<file path="src/rtl/piso_pkg.sv">
// Shared state type and frame-length helper for the piso_serializer slice.
// Build option PISO_PARITY_EN appends one even-parity bit to every frame.
package piso_pkg;

   typedef enum logic {
      IDLE  = 1'b0,
      SHIFT = 1'b1
   } state_e;

`ifdef PISO_PARITY_EN
   localparam int unsigned PARITY_BITS = 1;
`else
   localparam int unsigned PARITY_BITS = 0;
`endif

   // Number of serial bits per frame for a given data width.
   function automatic int unsigned frame_len(input int unsigned width);
      return width + PARITY_BITS;
   endfunction

endpackage

</file>
<file path="src/rtl/piso_serializer_bit_counter.sv">
// Bit-position counter for the serializer: sync clear, enable, and decodes of
// the terminal value (LAST) and the value just before it.
module bit_counter #(
   parameter int unsigned CNT_W = 3,
   parameter int unsigned LAST  = 3
) (
   input  logic clk,
   input  logic rst_n,
   input  logic clr_i,
   input  logic en_i,
   output logic tc_o,
   output logic pre_tc_o
);

   localparam logic [CNT_W-1:0] LAST_C = CNT_W'(LAST);
   localparam logic [CNT_W-1:0] PRE_C  = CNT_W'(LAST - 1);

   logic [CNT_W-1:0] count_q;
   logic [CNT_W-1:0] count_d;

   // NOTE: every signal written here gets a default first, so no path leaves it unassigned and no latch is inferred.
   always_comb begin
      count_d = count_q;
      if (clr_i) begin
         count_d = '0;
      end else if (en_i) begin
         count_d = count_q + 1'b1;
      end
   end

   // NOTE: state updates use <= so every flop samples pre-edge values regardless of statement order.
   always_ff @(posedge clk) begin
      if (!rst_n) begin
         count_q <= '0;
      end else begin
         count_q <= count_d;
      end
   end

   assign tc_o     = (count_q == LAST_C);
   assign pre_tc_o = (count_q == PRE_C);

endmodule

</file>
<file path="src/rtl/piso_serializer.sv">
// Parallel-in/serial-out stage, MSB first, valid/ready word input, gapless back-to-back frames.
// Build option PISO_PARITY_EN adds a trailing even-parity bit; ports are identical in both builds.
module piso_serializer
   import piso_pkg::*;
#(
   parameter  int unsigned WIDTH = 4,
   localparam int unsigned CNT_W = $clog2(WIDTH + 1)
) (
   input  logic             clk,
   input  logic             reset,
   input  logic             load_valid,
   input  logic [WIDTH-1:0] load_data,
   output logic             load_ready,
   output logic             ser_out,
   output logic             ser_valid,
   output logic             frame_done
);

   localparam int unsigned FRAME_LEN = frame_len(WIDTH);

   state_e           state_q, state_d;
   logic [WIDTH-1:0] shreg_q, shreg_d;
   logic             ser_out_q, ser_out_d;
   logic             ser_valid_q, ser_valid_d;
   logic             frame_done_q, frame_done_d;
   logic             ready_en_q;
   logic             accept;
   logic             advance;
   logic             cnt_clr;
   logic             cnt_tc;
   logic             cnt_pre_tc;
`ifdef PISO_PARITY_EN
   logic             parity_q, parity_d;
`endif

   bit_counter #(
      .CNT_W (CNT_W),
      .LAST  (FRAME_LEN - 1)
   ) u_bit_counter (
      .clk      (clk),
      .rst_n    (reset),
      .clr_i    (cnt_clr),
      .en_i     (advance),
      .tc_o     (cnt_tc),
      .pre_tc_o (cnt_pre_tc)
   );

   // ready_en_q holds load_ready low through reset and for the first cycle after release.
   assign load_ready = ready_en_q && ((state_q == IDLE) || ((state_q == SHIFT) && cnt_tc));
   assign accept     = load_valid && load_ready;
   assign advance    = (state_q == SHIFT) && !cnt_tc && !accept;
   assign cnt_clr    = accept || ((state_q == SHIFT) && cnt_tc);

   // The shift register is preloaded already shifted: the MSB goes straight to ser_out on accept.
   always_comb begin
      state_d      = state_q;
      shreg_d      = shreg_q;
      ser_out_d    = 1'b0;
      ser_valid_d  = 1'b0;
      frame_done_d = 1'b0;
`ifdef PISO_PARITY_EN
      parity_d     = parity_q;
`endif
      if (accept) begin
         state_d     = SHIFT;
         shreg_d     = load_data << 1;
         ser_out_d   = load_data[WIDTH-1];
         ser_valid_d = 1'b1;
`ifdef PISO_PARITY_EN
         parity_d    = ^load_data;
`endif
      end else if (advance) begin
         shreg_d      = shreg_q << 1;
         ser_out_d    = shreg_q[WIDTH-1];
         ser_valid_d  = 1'b1;
         frame_done_d = cnt_pre_tc;
`ifdef PISO_PARITY_EN
         if (cnt_pre_tc) begin
            ser_out_d = parity_q;
         end
`endif
      end else if (state_q == SHIFT) begin
         state_d = IDLE;
      end
   end

   // NOTE: the shift register is cleared on reset so ser_out can never replay a stale word.
   always_ff @(posedge clk) begin
      if (!reset) begin
         state_q      <= IDLE;
         shreg_q      <= '0;
         ser_out_q    <= 1'b0;
         ser_valid_q  <= 1'b0;
         frame_done_q <= 1'b0;
         ready_en_q   <= 1'b0;
      end else begin
         state_q      <= state_d;
         shreg_q      <= shreg_d;
         ser_out_q    <= ser_out_d;
         ser_valid_q  <= ser_valid_d;
         frame_done_q <= frame_done_d;
         ready_en_q   <= 1'b1;
      end
   end

`ifdef PISO_PARITY_EN
   always_ff @(posedge clk) begin
      if (!reset) begin
         parity_q <= 1'b0;
      end else begin
         parity_q <= parity_d;
      end
   end
`endif

   assign ser_out    = ser_out_q;
   assign ser_valid  = ser_valid_q;
   assign frame_done = frame_done_q;

endmodule

</file>
<file path="config.mk">
export PLATFORM = sky130hd
export DESIGN_NAME = piso_serializer
export DESIGN_NICKNAME = d
export VERILOG_FILES = /design/src/rtl/piso_pkg.sv /design/src/rtl/piso_serializer_bit_counter.sv /design/src/rtl/piso_serializer.sv
export SDC_FILE = /design/constraint.sdc
export NUM_CORES = 1
export LEC_CHECK = 0
export CORE_AREA = 5 5 42 44
export DETAILED_ROUTE_END_ITERATION = 7
export DIE_AREA = 0 0 47 49
export PLACE_DENSITY_LB_ADDON = 0.05
export SLEW_MARGIN = 20
export SYNTH_ARGS = -nofsm -noshare
export SYNTH_HDL_FRONTEND = slang
export SYNTH_SLANG_ARGS = --single-unit
</file>
<file path="constraint.sdc">
create_clock -name clk -period 1.5 [get_ports clk]
set_clock_uncertainty 0.15 [all_clocks]
set_input_delay 0.15 -clock clk [delete_from_list [all_inputs] [get_ports clk]]
set_output_delay 0.15 -clock clk [all_outputs]
set_load 0.1 [all_outputs]
</file>
Word level (Yosys, flattened, before mapping)
Index checks and enable logic that the tools add are counted.
{"block": "classes", "addsub": 1, "n_eq_ne": 3, "mux": 9, "bitwise_logic": 3, "n_reduce_logical": 12}
{"op": "4-bit two-way mux", "n": 2}
{"op": "1-bit two-way mux", "n": 7}
{"op": "3-bit by 2-bit == test with 1-bit output, second input constant", "n": 2}
{"op": "1-bit logical AND", "n": 5}
{"op": "3-bit by 1-bit adder with 3-bit output, second input constant", "n": 1}
{"op": "1-bit NOT", "n": 3}
{"op": "3-bit OR reduction", "n": 1}
{"op": "1-bit zero test", "n": 2}
{"op": "1-bit logical OR", "n": 2}
{"op": "2-bit != test, second input constant", "n": 1}
{"op": "2-bit nonzero test", "n": 1}
{"op": "2-bit OR reduction", "n": 1}
{"block": "word_totals", "ff_bits": 11, "in_bits": 7, "out_inout_bits": 4, "wordCells": 35}

Longest topological paths before layout
{"block": "depth", "word_depth": 9, "mapped_depth": 6, "ltp_nobuf": 5}

By module
A second synthesis with hierarchy kept.
{"block": "unflattened", "hier_cells": 47, "area_unflattened_um2": 464.2}
{"module": "piso_serializer", "n_inst": 1, "cells_each": 31, "area_each_um2": 304.0}
{"module": "bit_counter", "n_inst": 1, "cells_each": 16, "area_each_um2": 160.2}

Worst setup path before layout
OpenSTA, ideal clock, no wires.
{"block": "synth_path", "path_kind": "register to output", "startpoint": "register u_bit_counter.count_q[0]", "endpoint": "output load_ready", "t_arrival_ps": 1362, "required_time_ps": 1200, "path_slack_ps": -162, "stages_incl_launch_ff": 6, "path_buffers": 1, "cell_sequence": "dfxtp_1 -> ha_1 -> ha_1 -> nand2b_2 -> buf_6 -> and2_2"}
{"block": "synth_via", "elab_chain_cells": 4}
{"item": "from (decl)", "line_no": "piso_serializer_bit_counter.sv:18", "source": "logic [CNT_W-1:0] count_q;"}
{"item": "from (signal assigned)", "line_no": "piso_serializer_bit_counter.sv:36", "source": "count_q <= count_d;"}
{"item": "3-bit by 2-bit == test with 1-bit output", "line_no": "piso_serializer_bit_counter.sv:40", "source": "assign tc_o = (count_q == LAST_C);"}
{"item": "1-bit logical AND", "line_no": "piso_serializer.sv:49", "source": "assign load_ready = ready_en_q && ((state_q == IDLE) || ((state_q == SHIFT) && cnt_tc));"}
{"item": "1-bit logical OR", "line_no": "piso_serializer.sv:49"}
{"item": "1-bit logical AND", "line_no": "piso_serializer.sv:49"}
{"item": "to (decl)", "line_no": "piso_serializer.sv:13", "source": "output logic load_ready,"}
No other way between the ends.

Final worst setup path
{"block": "layout_path", "startpoint": "register u_bit_counter.count_q[1]", "endpoint": "output load_ready"}
Same word-level chain as after synthesis.

==> impl_metrics.env <==
export IMPL_status="finished, violations left"
export IMPL_violations="setup timing"
export IMPL_grt_util_met2=0.127
export IMPL_path_common_cell="ha_4"
export IMPL_synthArstFlopShare=0
export IMPL_grt_overflow_total=0
export IMPL_post_dp_cell_area_um2=641
export IMPL_wl_per_cell_um=11.9
export IMPL_ios=11
export IMPL_period_minus_slack_ps=1700
export IMPL_dp_slack_ps=43.8
export IMPL_fp_dieH_um=49
export IMPL_rows=14
export IMPL_met3_usage=0.0443
export IMPL_grt_pass1_wl_mm=1.55
export IMPL_antenna_found_initial=0
export IMPL_viasPerCell=4.78
export IMPL_gp_congestion=0.718
export IMPL_drc_errors=0
export IMPL_cp_endpoint="load_ready"
export IMPL_power_leakage_uw=0.000281
export IMPL_io_buffers=10
export IMPL_cp_start_kind="register"
export IMPL_worstMarginPinSlew_ps=314
export IMPL_diodes=0
export IMPL_core_area_um2=1400
export IMPL_die_area_um2=2300
export IMPL_cp_end_kind="primary output"
export IMPL_syn_avg_cell_area_um2=9.80
export IMPL_synth_fp_nets=58
export IMPL_first_pass_iters=4
export IMPL_clkSinkCount=11
export IMPL_max_cap_violations=0
export IMPL_cts_tree="yes"
export IMPL_fin_nets=75
export IMPL_ys_seq_area_frac=0.468
export IMPL_tns_ps=-198
export IMPL_timing_hold_ws_ps=307
export IMPL_synth_seq_cells=11
export IMPL_cts_root_buf="clkbuf_4"
export IMPL_post_route_cells_drive_above_1_share=0.344
export IMPL_start_util=0.336
export IMPL_holdCritPathClass="register to register"
export IMPL_grt_usage=0.0960
export IMPL_r2r_end="u_bit_counter.count_q[1]$_SDFFE_PP0N_"
export IMPL_holdBufCountCts=0
export IMPL_clockBufferDepth=2
export IMPL_slew_headroom=0.790
export IMPL_clkTransAtPathRegs_ps=80
export IMPL_reg2reg_depth=7
export IMPL_fin_area_um2=714
export IMPL_cp_max_fo=3
export IMPL_crit_type="register to primary output"
export IMPL_htree_levels=1
export IMPL_ant_nets=0
export IMPL_busiest_layer="met2"
export IMPL_rsz0062_at_grt="true"
export IMPL_hpwl_um=711
export IMPL_rr_startpoint="u_bit_counter.count_q[1]$_SDFFE_PP0N_"
export IMPL_worstPathRequired_ps=1200
export IMPL_ys_types=21
export IMPL_drt_total_wl_um=954
export IMPL_ir_drop_uv=425
export IMPL_arrival_ps=1400
export IMPL_synth_edff_count=0
export IMPL_cp_cell_sequence="ha_4 -> ha_4 -> nand2b_4 -> and2_4 -> buf_12"
export IMPL_synth_ff_type="dfxtp_1"
export IMPL_yosys_warnings=0
export IMPL_final_util=0.510
export IMPL_drtIter0Drc=4
export IMPL_report_final_slew_viol_count=0
export IMPL_syn_area_um2=470
export IMPL_setup_slack_ps=-197
export IMPL_clock_latency_ps=280
export IMPL_grt_max_degree=12
export IMPL_timing_final_crit_share=1.13
export IMPL_num_vias=382
export IMPL_numCtsBuffers=3
export IMPL_critPathSlowestCell="dfxtp_2"
export IMPL_hold_viol=0
export IMPL_max_freq_ghz=0.589
export IMPL_dieWidth_um=47
export IMPL_setup_viol=2
export IMPL_area_delta_synth_final_pct=51.9
export IMPL_synthCells=48
export IMPL_startpoint="u_bit_counter.count_q[1]$_SDFFE_PP0N_"
export IMPL_powerDensity_nw_per_um2=928
export IMPL_use_met1=0.124
export IMPL_grt_pass1_vias=352
export IMPL_cp_slowest_stage_delay_ps=350
export IMPL_reg2reg_slack_ps=0
registers in the layout (all words and copies together) (netlist names):
name,count
state_q,1
ser_out,1
u_bit_counter.count_q,3
ready_en_q,1
shreg_q,3
ser_valid,1
frame_done,1
what timing repair did:
item                       4_1_cts  5_1_grt
hold endpoints to repair         0        0
buffers inserted                 2        0
setup endpoints to repair        1        6
pin swaps                        0        0
resized for setup                3        3
per-layer routing:
layer  wire length, um  part of all wire  vias to the layer above
li1                  -                 -                      199
met1               437              0.46                      169
met2               433              0.45                       12
met3                68             0.071                        2
met4                15             0.016                        0
met5                 0                 0                        -
cells by family (layout without fill, tap and decap cells):
group | count (synthesis) | in the layout | synth area share
muxes | 2 | 2 | 0.0426
DFF | 11 | 11 | 0.468
AOI/OAI and AO/OA | 11 | 11 | 0.149
and+or+nand+nor | 17 | 17 | 0.205
adders and majority gates | 3 | 3 | 0.0798
buffers and inverters | 4 | 20 | 0.0559
through the flow:
stage / power (uW) / instances
3_5_place_dp: 450 / 74
2_1_floorplan: 401 / 48
6_report: 663 / 80
4_1_cts: 669 / 80
3_3_place_gp: 448 / 74
5_1_grt: 698 / 80
cell usage after synthesis (2+ instances only):
library cell / n / area share
nor2_1: 3 / 0.024
ha_1: 3 / 0.080
a21boi_0: 4 / 0.064
a21oi_1: 3 / 0.032
o21a_1: 2 / 0.032
dfxtp_1: 11 / 0.47
nand3b_1: 2 / 0.032
mux2i_1: 2 / 0.043
o21ai_0: 2 / 0.021
nand2_1: 4 / 0.032
inv_1: 2 / 0.016
critical path, delay by kind of cell, from the launching register on:
| family | cells | cell delay [ps] |
|---|---|---|
| DFF | 1 | 350 |
| and+or+nand+nor | 2 | 310 |
| adders and majority gates | 2 | 310 |
| buffers and inverters | 1 | 160 |
power by group:
part | switching [uW] | total, uW | internal [uW]
Clock | 110 | 209 | 98.9
Combinational | 71.7 | 133 | 61.7
Sequential | 12.9 | 320 | 307
Total | 195 | 663 | 468
cell type report:
type	instances	area (um^2)
fill	138	687
multi-input combinational	33	267
sequential	11	223
timing repair buffer	14	170
clock buffer	3	22.5
tap	16	20.0
inverter	2	7.51
clock inverter	1	5.00
worst min path at each step:
| stage | slack (ps) | endpoint | start | cells after the start |
|---|---|---|---|---|
| floorplan | 30 | ready_en_q$_DFF_P_ | reset | 0 |
| global placement | 290 | frame_done$_SDFF_PP0_ | u_bit_counter.count_q[2]$_SDFFE_PP0N_ | 1 |
| detailed placement | 290 | shreg_q[1]$_SDFFE_PN0P_ | shreg_q[1]$_SDFFE_PN0P_ | 2 |
| CTS | 300 | shreg_q[1]$_SDFFE_PN0P_ | shreg_q[1]$_SDFFE_PN0P_ | 2 |
| global route | 320 | shreg_q[1]$_SDFFE_PN0P_ | shreg_q[1]$_SDFFE_PN0P_ | 2 |
| finish | 310 | shreg_q[1]$_SDFFE_PN0P_ | shreg_q[1]$_SDFFE_PN0P_ | 2 |
cells in the final DEF (no fill, tap or decap):
master           netlist  layout
a21oi_2                0       1
clkdlybuf4s50_1        0       6
nand2_2                1       1
ha_1                   3       1
mux2i_1                2       2
nor2_1                 3       2
and2_4                 0       1
dfxtp_1               11       9
o21ai_0                2       1
nand2b_4               0       1
clkbuf_4               0       3
and3b_1                1       1
dfxtp_2                0       2
a21oi_1                3       2
buf_12                 0       4
nor2_2                 0       1
nand3b_1               2       2
nand3_1                1       1
buf_4                  1       4
nor3b_1                1       1
nand4_1                1       1
ha_4                   0       2
clkinv_2               0       1
nand2_1                4       4
a21boi_0               4       4
nor3_2                 0       1
o21ai_1                0       1
o21a_1                 2       2
inv_1                  2       2
No activity file was read; power rests on OpenSTA's default activity.
